<file path="src/rtl/ps2_pkg.sv">
// Shared PS/2 definitions: host-transmit FSM states, frame edge numbering
// and the frame parity helper.
package ps2_pkg;

  typedef enum logic [2:0] {
    PS2_TX_IDLE    = 3'd0,
    PS2_TX_INHIBIT = 3'd1,
    PS2_TX_REQ     = 3'd2,
    PS2_TX_SHIFT   = 3'd3,
    PS2_TX_ACK     = 3'd4
  } ps2_tx_state_t;

  // Device falling-edge numbers within a host-to-device frame.
  localparam logic [3:0] PS2_DATA_BITS   = 4'd8;
  localparam logic [3:0] PS2_EDGE_PARITY = 4'd9;
  localparam logic [3:0] PS2_EDGE_STOP   = 4'd10;
  localparam logic [3:0] PS2_EDGE_ACK    = 4'd11;

  function automatic logic ps2_odd_parity(input logic [7:0] b);
    return ~^b;
  endfunction

endpackage

</file>
<file path="src/rtl/ps2_sync_edge.sv">
// Synchronizes one asynchronous PS/2 pad and strobes its falling edges.
// Lines idle high, so the flops reset to 1 to avoid a false edge after reset.
module ps2_sync_edge (
  input  logic clk,
  input  logic rst,
  input  logic pad_i,
  output logic level_o,
  output logic fall_o
);

  logic sync1_q;
  logic sync2_q;
  logic prev_q;

  // Two-flop synchronizer followed by a delayed copy for edge detection.
  always_ff @(posedge clk or posedge rst) begin
    if (rst) begin
      sync1_q <= 1'b1;
      sync2_q <= 1'b1;
      prev_q  <= 1'b1;
    end else begin
      sync1_q <= pad_i;
      sync2_q <= sync1_q;
      prev_q  <= sync2_q;
    end
  end

  assign level_o = sync2_q;
  assign fall_o  = prev_q & ~sync2_q;

endmodule

</file>
<file path="src/rtl/ps2_host_tx.sv">
// Host-to-device PS/2 transmitter: request-to-send, bit shifting on device
// clock falls, acknowledge check and inter-edge timeout.
module ps2_host_tx
  import ps2_pkg::*;
#(
  parameter int INHIBIT_CYCLES = 5000,
  parameter int TIMEOUT_CYCLES = 1000000
) (
  input  logic       clk,
  input  logic       rst,
  input  logic       tx_valid,
  input  logic [7:0] tx_data,
  output logic       tx_ready,
  input  logic       ps2_clk_i,
  input  logic       ps2_data_i,
  output logic       ps2_clk_oe,
  output logic       ps2_data_oe,
  output logic       done,
  output logic       ack_err
);

  localparam int INH_W = (INHIBIT_CYCLES > 1) ? $clog2(INHIBIT_CYCLES) : 1;
  localparam int TMO_W = (TIMEOUT_CYCLES > 1) ? $clog2(TIMEOUT_CYCLES) : 1;
  localparam logic [INH_W-1:0] INH_LAST = INH_W'(INHIBIT_CYCLES - 1);
  localparam logic [TMO_W-1:0] TMO_LAST = TMO_W'(TIMEOUT_CYCLES - 1);

  ps2_tx_state_t    state_q, state_d;
  logic [INH_W-1:0] inh_q, inh_d;
  logic [TMO_W-1:0] tmo_q, tmo_d;
  logic [3:0]       edge_q, edge_d;
  logic [7:0]       shift_q, shift_d;
  logic             par_q, par_d;
  logic             clk_oe_q, clk_oe_d;
  logic             data_oe_q, data_oe_d;
  logic             done_q, done_d;
  logic             ack_err_q, ack_err_d;
  logic             ready_q, ready_d;

  logic       clk_fall_s;
  logic       data_level_s;
  logic       clk_level_unused;
  logic       data_fall_unused;
  logic [3:0] edge_nxt_s;
  logic       tmo_expired_s;

  ps2_sync_edge u_clk_sync (
    .clk     (clk),
    .rst     (rst),
    .pad_i   (ps2_clk_i),
    .level_o (clk_level_unused),
    .fall_o  (clk_fall_s)
  );

  ps2_sync_edge u_data_sync (
    .clk     (clk),
    .rst     (rst),
    .pad_i   (ps2_data_i),
    .level_o (data_level_s),
    .fall_o  (data_fall_unused)
  );

  assign edge_nxt_s    = edge_q + 4'd1;
  assign tmo_expired_s = (tmo_q == TMO_LAST);

  // Next-state logic; a device edge always takes priority over timeout expiry.
  always_comb begin
    state_d   = state_q;
    inh_d     = inh_q;
    tmo_d     = tmo_q;
    edge_d    = edge_q;
    shift_d   = shift_q;
    par_d     = par_q;
    clk_oe_d  = clk_oe_q;
    data_oe_d = data_oe_q;
    done_d    = 1'b0;
    ack_err_d = ack_err_q;
    ready_d   = ready_q;
    case (state_q)
      PS2_TX_IDLE: begin
        if (tx_valid && ready_q) begin
          state_d  = PS2_TX_INHIBIT;
          shift_d  = tx_data;
          par_d    = ps2_odd_parity(tx_data);
          inh_d    = '0;
          clk_oe_d = 1'b1;
          ready_d  = 1'b0;
        end else begin
          ready_d = 1'b1;
        end
      end
      PS2_TX_INHIBIT: begin
        if (inh_q == INH_LAST) begin
          state_d   = PS2_TX_REQ;
          clk_oe_d  = 1'b0;
          data_oe_d = 1'b1;
          tmo_d     = '0;
          edge_d    = 4'd0;
        end else begin
          inh_d = inh_q + 1'b1;
        end
      end
      PS2_TX_REQ, PS2_TX_SHIFT: begin
        if (clk_fall_s) begin
          tmo_d   = '0;
          edge_d  = edge_nxt_s;
          state_d = PS2_TX_SHIFT;
          if (edge_nxt_s <= PS2_DATA_BITS) begin
            data_oe_d = ~shift_q[0];
            shift_d   = {1'b0, shift_q[7:1]};
          end else if (edge_nxt_s == PS2_EDGE_PARITY) begin
            data_oe_d = ~par_q;
          end else if (edge_nxt_s == PS2_EDGE_STOP) begin
            data_oe_d = 1'b0;
            state_d   = PS2_TX_ACK;
          end else begin
            state_d   = PS2_TX_IDLE;
            data_oe_d = 1'b0;
            done_d    = 1'b1;
            ack_err_d = 1'b1;
          end
        end else if (tmo_expired_s) begin
          state_d   = PS2_TX_IDLE;
          clk_oe_d  = 1'b0;
          data_oe_d = 1'b0;
          done_d    = 1'b1;
          ack_err_d = 1'b1;
        end else begin
          tmo_d = tmo_q + 1'b1;
        end
      end
      PS2_TX_ACK: begin
        if (clk_fall_s && (edge_nxt_s == PS2_EDGE_ACK)) begin
          state_d   = PS2_TX_IDLE;
          done_d    = 1'b1;
          ack_err_d = data_level_s;
        end else if (clk_fall_s || tmo_expired_s) begin
          state_d   = PS2_TX_IDLE;
          clk_oe_d  = 1'b0;
          data_oe_d = 1'b0;
          done_d    = 1'b1;
          ack_err_d = 1'b1;
        end else begin
          tmo_d = tmo_q + 1'b1;
        end
      end
      default: begin
        state_d   = PS2_TX_IDLE;
        clk_oe_d  = 1'b0;
        data_oe_d = 1'b0;
      end
    endcase
  end

  // State and registered outputs; reset releases both lines immediately.
  always_ff @(posedge clk or posedge rst) begin
    if (rst) begin
      state_q   <= PS2_TX_IDLE;
      inh_q     <= '0;
      tmo_q     <= '0;
      edge_q    <= 4'd0;
      shift_q   <= 8'd0;
      par_q     <= 1'b0;
      clk_oe_q  <= 1'b0;
      data_oe_q <= 1'b0;
      done_q    <= 1'b0;
      ack_err_q <= 1'b0;
      ready_q   <= 1'b1;
    end else begin
      state_q   <= state_d;
      inh_q     <= inh_d;
      tmo_q     <= tmo_d;
      edge_q    <= edge_d;
      shift_q   <= shift_d;
      par_q     <= par_d;
      clk_oe_q  <= clk_oe_d;
      data_oe_q <= data_oe_d;
      done_q    <= done_d;
      ack_err_q <= ack_err_d;
      ready_q   <= ready_d;
    end
  end

  assign tx_ready    = ready_q;
  assign ps2_clk_oe  = clk_oe_q;
  assign ps2_data_oe = data_oe_q;
  assign done        = done_q;
  assign ack_err     = ack_err_q;

endmodule

</file>
<file path="config.mk">
export PLATFORM = sky130hd
export DESIGN_NAME = ps2_host_tx
export DESIGN_NICKNAME = d
export VERILOG_FILES = /design/src/rtl/ps2_pkg.sv /design/src/rtl/ps2_sync_edge.sv /design/src/rtl/ps2_host_tx.sv
export SDC_FILE = /design/constraint.sdc
export NUM_CORES = 1
export LEC_CHECK = 0
export CAP_MARGIN = 10
export CORE_UTILIZATION = 40
export DETAILED_ROUTE_END_ITERATION = 8
export SKIP_CTS_REPAIR_TIMING = 1
export SYNTH_ARGS = -nofsm -noshare
export SYNTH_HDL_FRONTEND = slang
export SYNTH_SLANG_ARGS = --single-unit
</file>
<file path="constraint.sdc">
create_clock -name clk -period 2.95 [get_ports clk]
set_input_delay 0.4425 -clock clk [delete_from_list [all_inputs] [get_ports clk]]
set_output_delay 0.4425 -clock clk [all_outputs]
set_load 0.05 [all_outputs]
</file>
==> results.sh <==
export IMPL_antenna_left=0
export IMPL_antenna_found_initial=0
export IMPL_final_nets=382
export IMPL_root_buffer="clkbuf_8"
export IMPL_synth_most_common_cell="dfrtp_1"
export IMPL_grt_max_degree=37
export IMPL_htree_num_levels=3
export IMPL_ioPinCount=18
export IMPL_worst_setup_path_end_kind="flip-flop"
export IMPL_antenna_cells=0
export IMPL_hold_viol=0
export IMPL_synth_area_mm2=0.003206
export IMPL_power_density_mw_per_mm2=421.2
export IMPL_clock_sinks=59
export IMPL_max_stage_delay_ns=0.56
export IMPL_irDropWorstVdd_mv=0.2519
export IMPL_synth_cells=340
export IMPL_fmax_ghz=0.4393
export IMPL_clockBufferDepth=2
export IMPL_final_area_mm2=0.003689
export IMPL_cp_required_ns=3.17
export IMPL_min_from="u_clk_sync.sync1_q"
export IMPL_crit_fanout=19
export IMPL_r2r_start="state_q[2]"
export IMPL_grt_usage_pct=17.59
export IMPL_maxCapViolCount=0
export IMPL_worst_slack_ns=0.6737
export IMPL_drc=0
export IMPL_worst_slew_pin_slew_ns=0.7250
export IMPL_async_flop_share_pct=100.0
export IMPL_die_area_mm2=0.008376
export IMPL_whs_endpoint="u_clk_sync.level_o"
export IMPL_rr_endpoint="tmo_q[0]"
export IMPL_synth_edf_count=0
export IMPL_drt_vias_per_instance=5.520
export IMPL_vias=2589
export IMPL_hp_class="flip-flop to flip-flop"
export IMPL_path_cells="nand2b_1, o21ai_4, nor2_2, nor3_1, mux2_2"
export IMPL_place_area_mm2=0.003506
export IMPL_grt_pass1_wl_um=11600
export IMPL_setup_violations=0
export IMPL_maxSlewViolCount=0
export IMPL_synth_top_area_cell="dfrtp_1"
export IMPL_synth_top_cell_area_share_pct=41.37
export IMPL_first_pass_iters=4
export IMPL_cpMaxStageDelayCell="dfrtp_1"
export IMPL_r2r_slack_ns=0.67
export IMPL_p_leak_nw=1.490
export IMPL_clock_skew_final_ns=0.01228
export IMPL_syn2layout_area_growth_pct=15.07
export IMPL_synth_top_cells_by_area="dfrtp_1 (41%), nand2_1 (5.0%), dfstp_2 (4.9%)"
export IMPL_cts_tree="done"
export IMPL_ys_flop_type="dfrtp_1"
export IMPL_die_h_um=91.52
export IMPL_place_ws_ns=0.6756
export IMPL_drive_above_1_share_pct=10.63
export IMPL_routedWlPerCell_um=14.04
export IMPL_fin_crit_ns=2.276
export IMPL_dp_hpwl_um=4823
export IMPL_grt_pass1_vias=2449
export IMPL_clk_latency_ns=0.34
export IMPL_synth_distinct_cells=53
export IMPL_relSlewSlack_pct=51.66
export IMPL_final_core_util_pct=47.73
export IMPL_critPathLaunchType="flip-flop"
export IMPL_yosys_warnings=0
export IMPL_overflow=0
export IMPL_hold_ws_ns=0.3455
export IMPL_seq_area_frac_synth_pct=46.29
export IMPL_synthTopCellsByCount="dfrtp_1 (53), nand2_1 (43), nor2_1 (28)"
export IMPL_rows=32
export IMPL_synth_ff_latch_count=59
export IMPL_whs_path_depth=0
export IMPL_start_util_pct=41.48
export IMPL_tns_ns=0
export IMPL_drt_total_wl_um=6587
export IMPL_core_area_mm2=0.007727
export IMPL_cts_made_buffers=9
export IMPL_cp_data_arrival_time_ns=2.50
export IMPL_portBuffers=17
export IMPL_status="complete, no violations"
export IMPL_drtIter0Drc=123
export IMPL_routabilityCongestion=0.7930
export IMPL_rr_worst_depth=5
export IMPL_synth_nets=360
export IMPL_clk_pin_slew_ns=0.07
export IMPL_rsz0062_at_grt="false"
export IMPL_die_w_um=91.52
export IMPL_criticalPathCategory="flip-flop to flip-flop"
export IMPL_finalCritPeriodShare_pct=77.16
export IMPL_avgSynthCellArea_um2=9.428
## worst max-delay path by stage
stage          cells after the start  startpoint        end  slack (ns)
5_1_grt                            5  state_q[2]   tmo_q[0]        0.51
4_1_cts                            5  state_q[2]   tmo_q[0]        0.65
6_report                           5  state_q[2]   tmo_q[0]        0.67
3_5_place_dp                       5  state_q[2]   tmo_q[0]        0.68
2_1_floorplan                      8    inh_q[0]  tmo_q[15]        0.98
3_3_place_gp                       5  state_q[2]   tmo_q[0]        0.73
## cell families after synthesis
family	share of synthesized area (%)
AND/OR/NAND/NOR	25.49
multiplexers	0.6635
buffers and inverters	2.654
XOR/XNOR	5.464
adder cells (fa/ha/maj)	2.732
AO/OA/AOI/OAI	16.71
flip-flops	46.29
## layout by cell type, fill, tap and decap left out, types with 3 or more instances in the layout
master / count
o21ai_0: 20
dfrtp_1: 53
a21oi_1: 20
clkdlybuf4s50_1: 17
dfstp_2: 6
nand2b_1: 3
nor2_1: 28
o211ai_1: 4
nor3_1: 6
inv_1: 5
xor2_1: 10
nand4_1: 6
o31ai_1: 9
nand3_1: 9
or3_1: 7
or4_1: 6
xnor2_1: 10
buf_4: 6
ha_1: 7
a31oi_1: 11
clkbuf_8: 12
and3_1: 6
and4_1: 11
o21a_1: 3
and2_1: 4
nand2_1: 43
nor2b_1: 3
## metal layers
metal,up-vias,part of all wire (%),wire (um),global-route usage (%)
met2,32,47,3081,27.38
met1,1251,49,3210,23.78
li1,1294,-,-,-
met3,12,2.6,169,3.183
met4,0,1.9,125,7.937
met5,-,0,0,0
## per-stage QoR
| step | instances | total power [W] |
|---|---|---|
| 6_report | 469 | 0.001554 |
| 5_1_grt | 469 | 0.001622 |
| 4_1_cts | 469 | 0.001580 |
| 2_1_floorplan | 340 | 0.0008628 |
| 3_5_place_dp | 453 | 0.0008937 |
| 3_3_place_gp | 453 | 0.0008935 |
## flip-flops by register name (all words and copies together) (netlist names), 3 cells and up
name     flops
inh_q       13
shift_q      8
state_q      3
edge_q       4
tmo_q       20
## worst max-delay path, delay by kind of cell, from the launching register on
| kind | cells | cell delay [ns] |
|---|---|---|
| compound gates | 1 | 0.19 |
| flops | 1 | 0.56 |
| mux | 1 | 0.28 |
| simple gates | 3 | 1.13 |
## power by group
| group | switching [W] | internal (W) | total [W] |
|---|---|---|---|
| Sequential | 0.00000124 | 0.000815 | 0.000817 |
| Clock | 0.000305 | 0.000372 | 0.000677 |
| Combinational | 0.0000308 | 0.0000294 | 0.0000602 |
## final cells by class
class | count | area (um2)
Tap cell | 102 | 127.6
Sequential cell | 59 | 1484
Timing Repair Buffer | 24 | 235.2
Clock inverter | 2 | 10.01
Multi-Input combinational cell | 262 | 1637
Fill cell | 733 | 4039
Clock buffer | 14 | 172.7
Inverter | 6 | 22.52
Power figures use the tool's default switching activity.
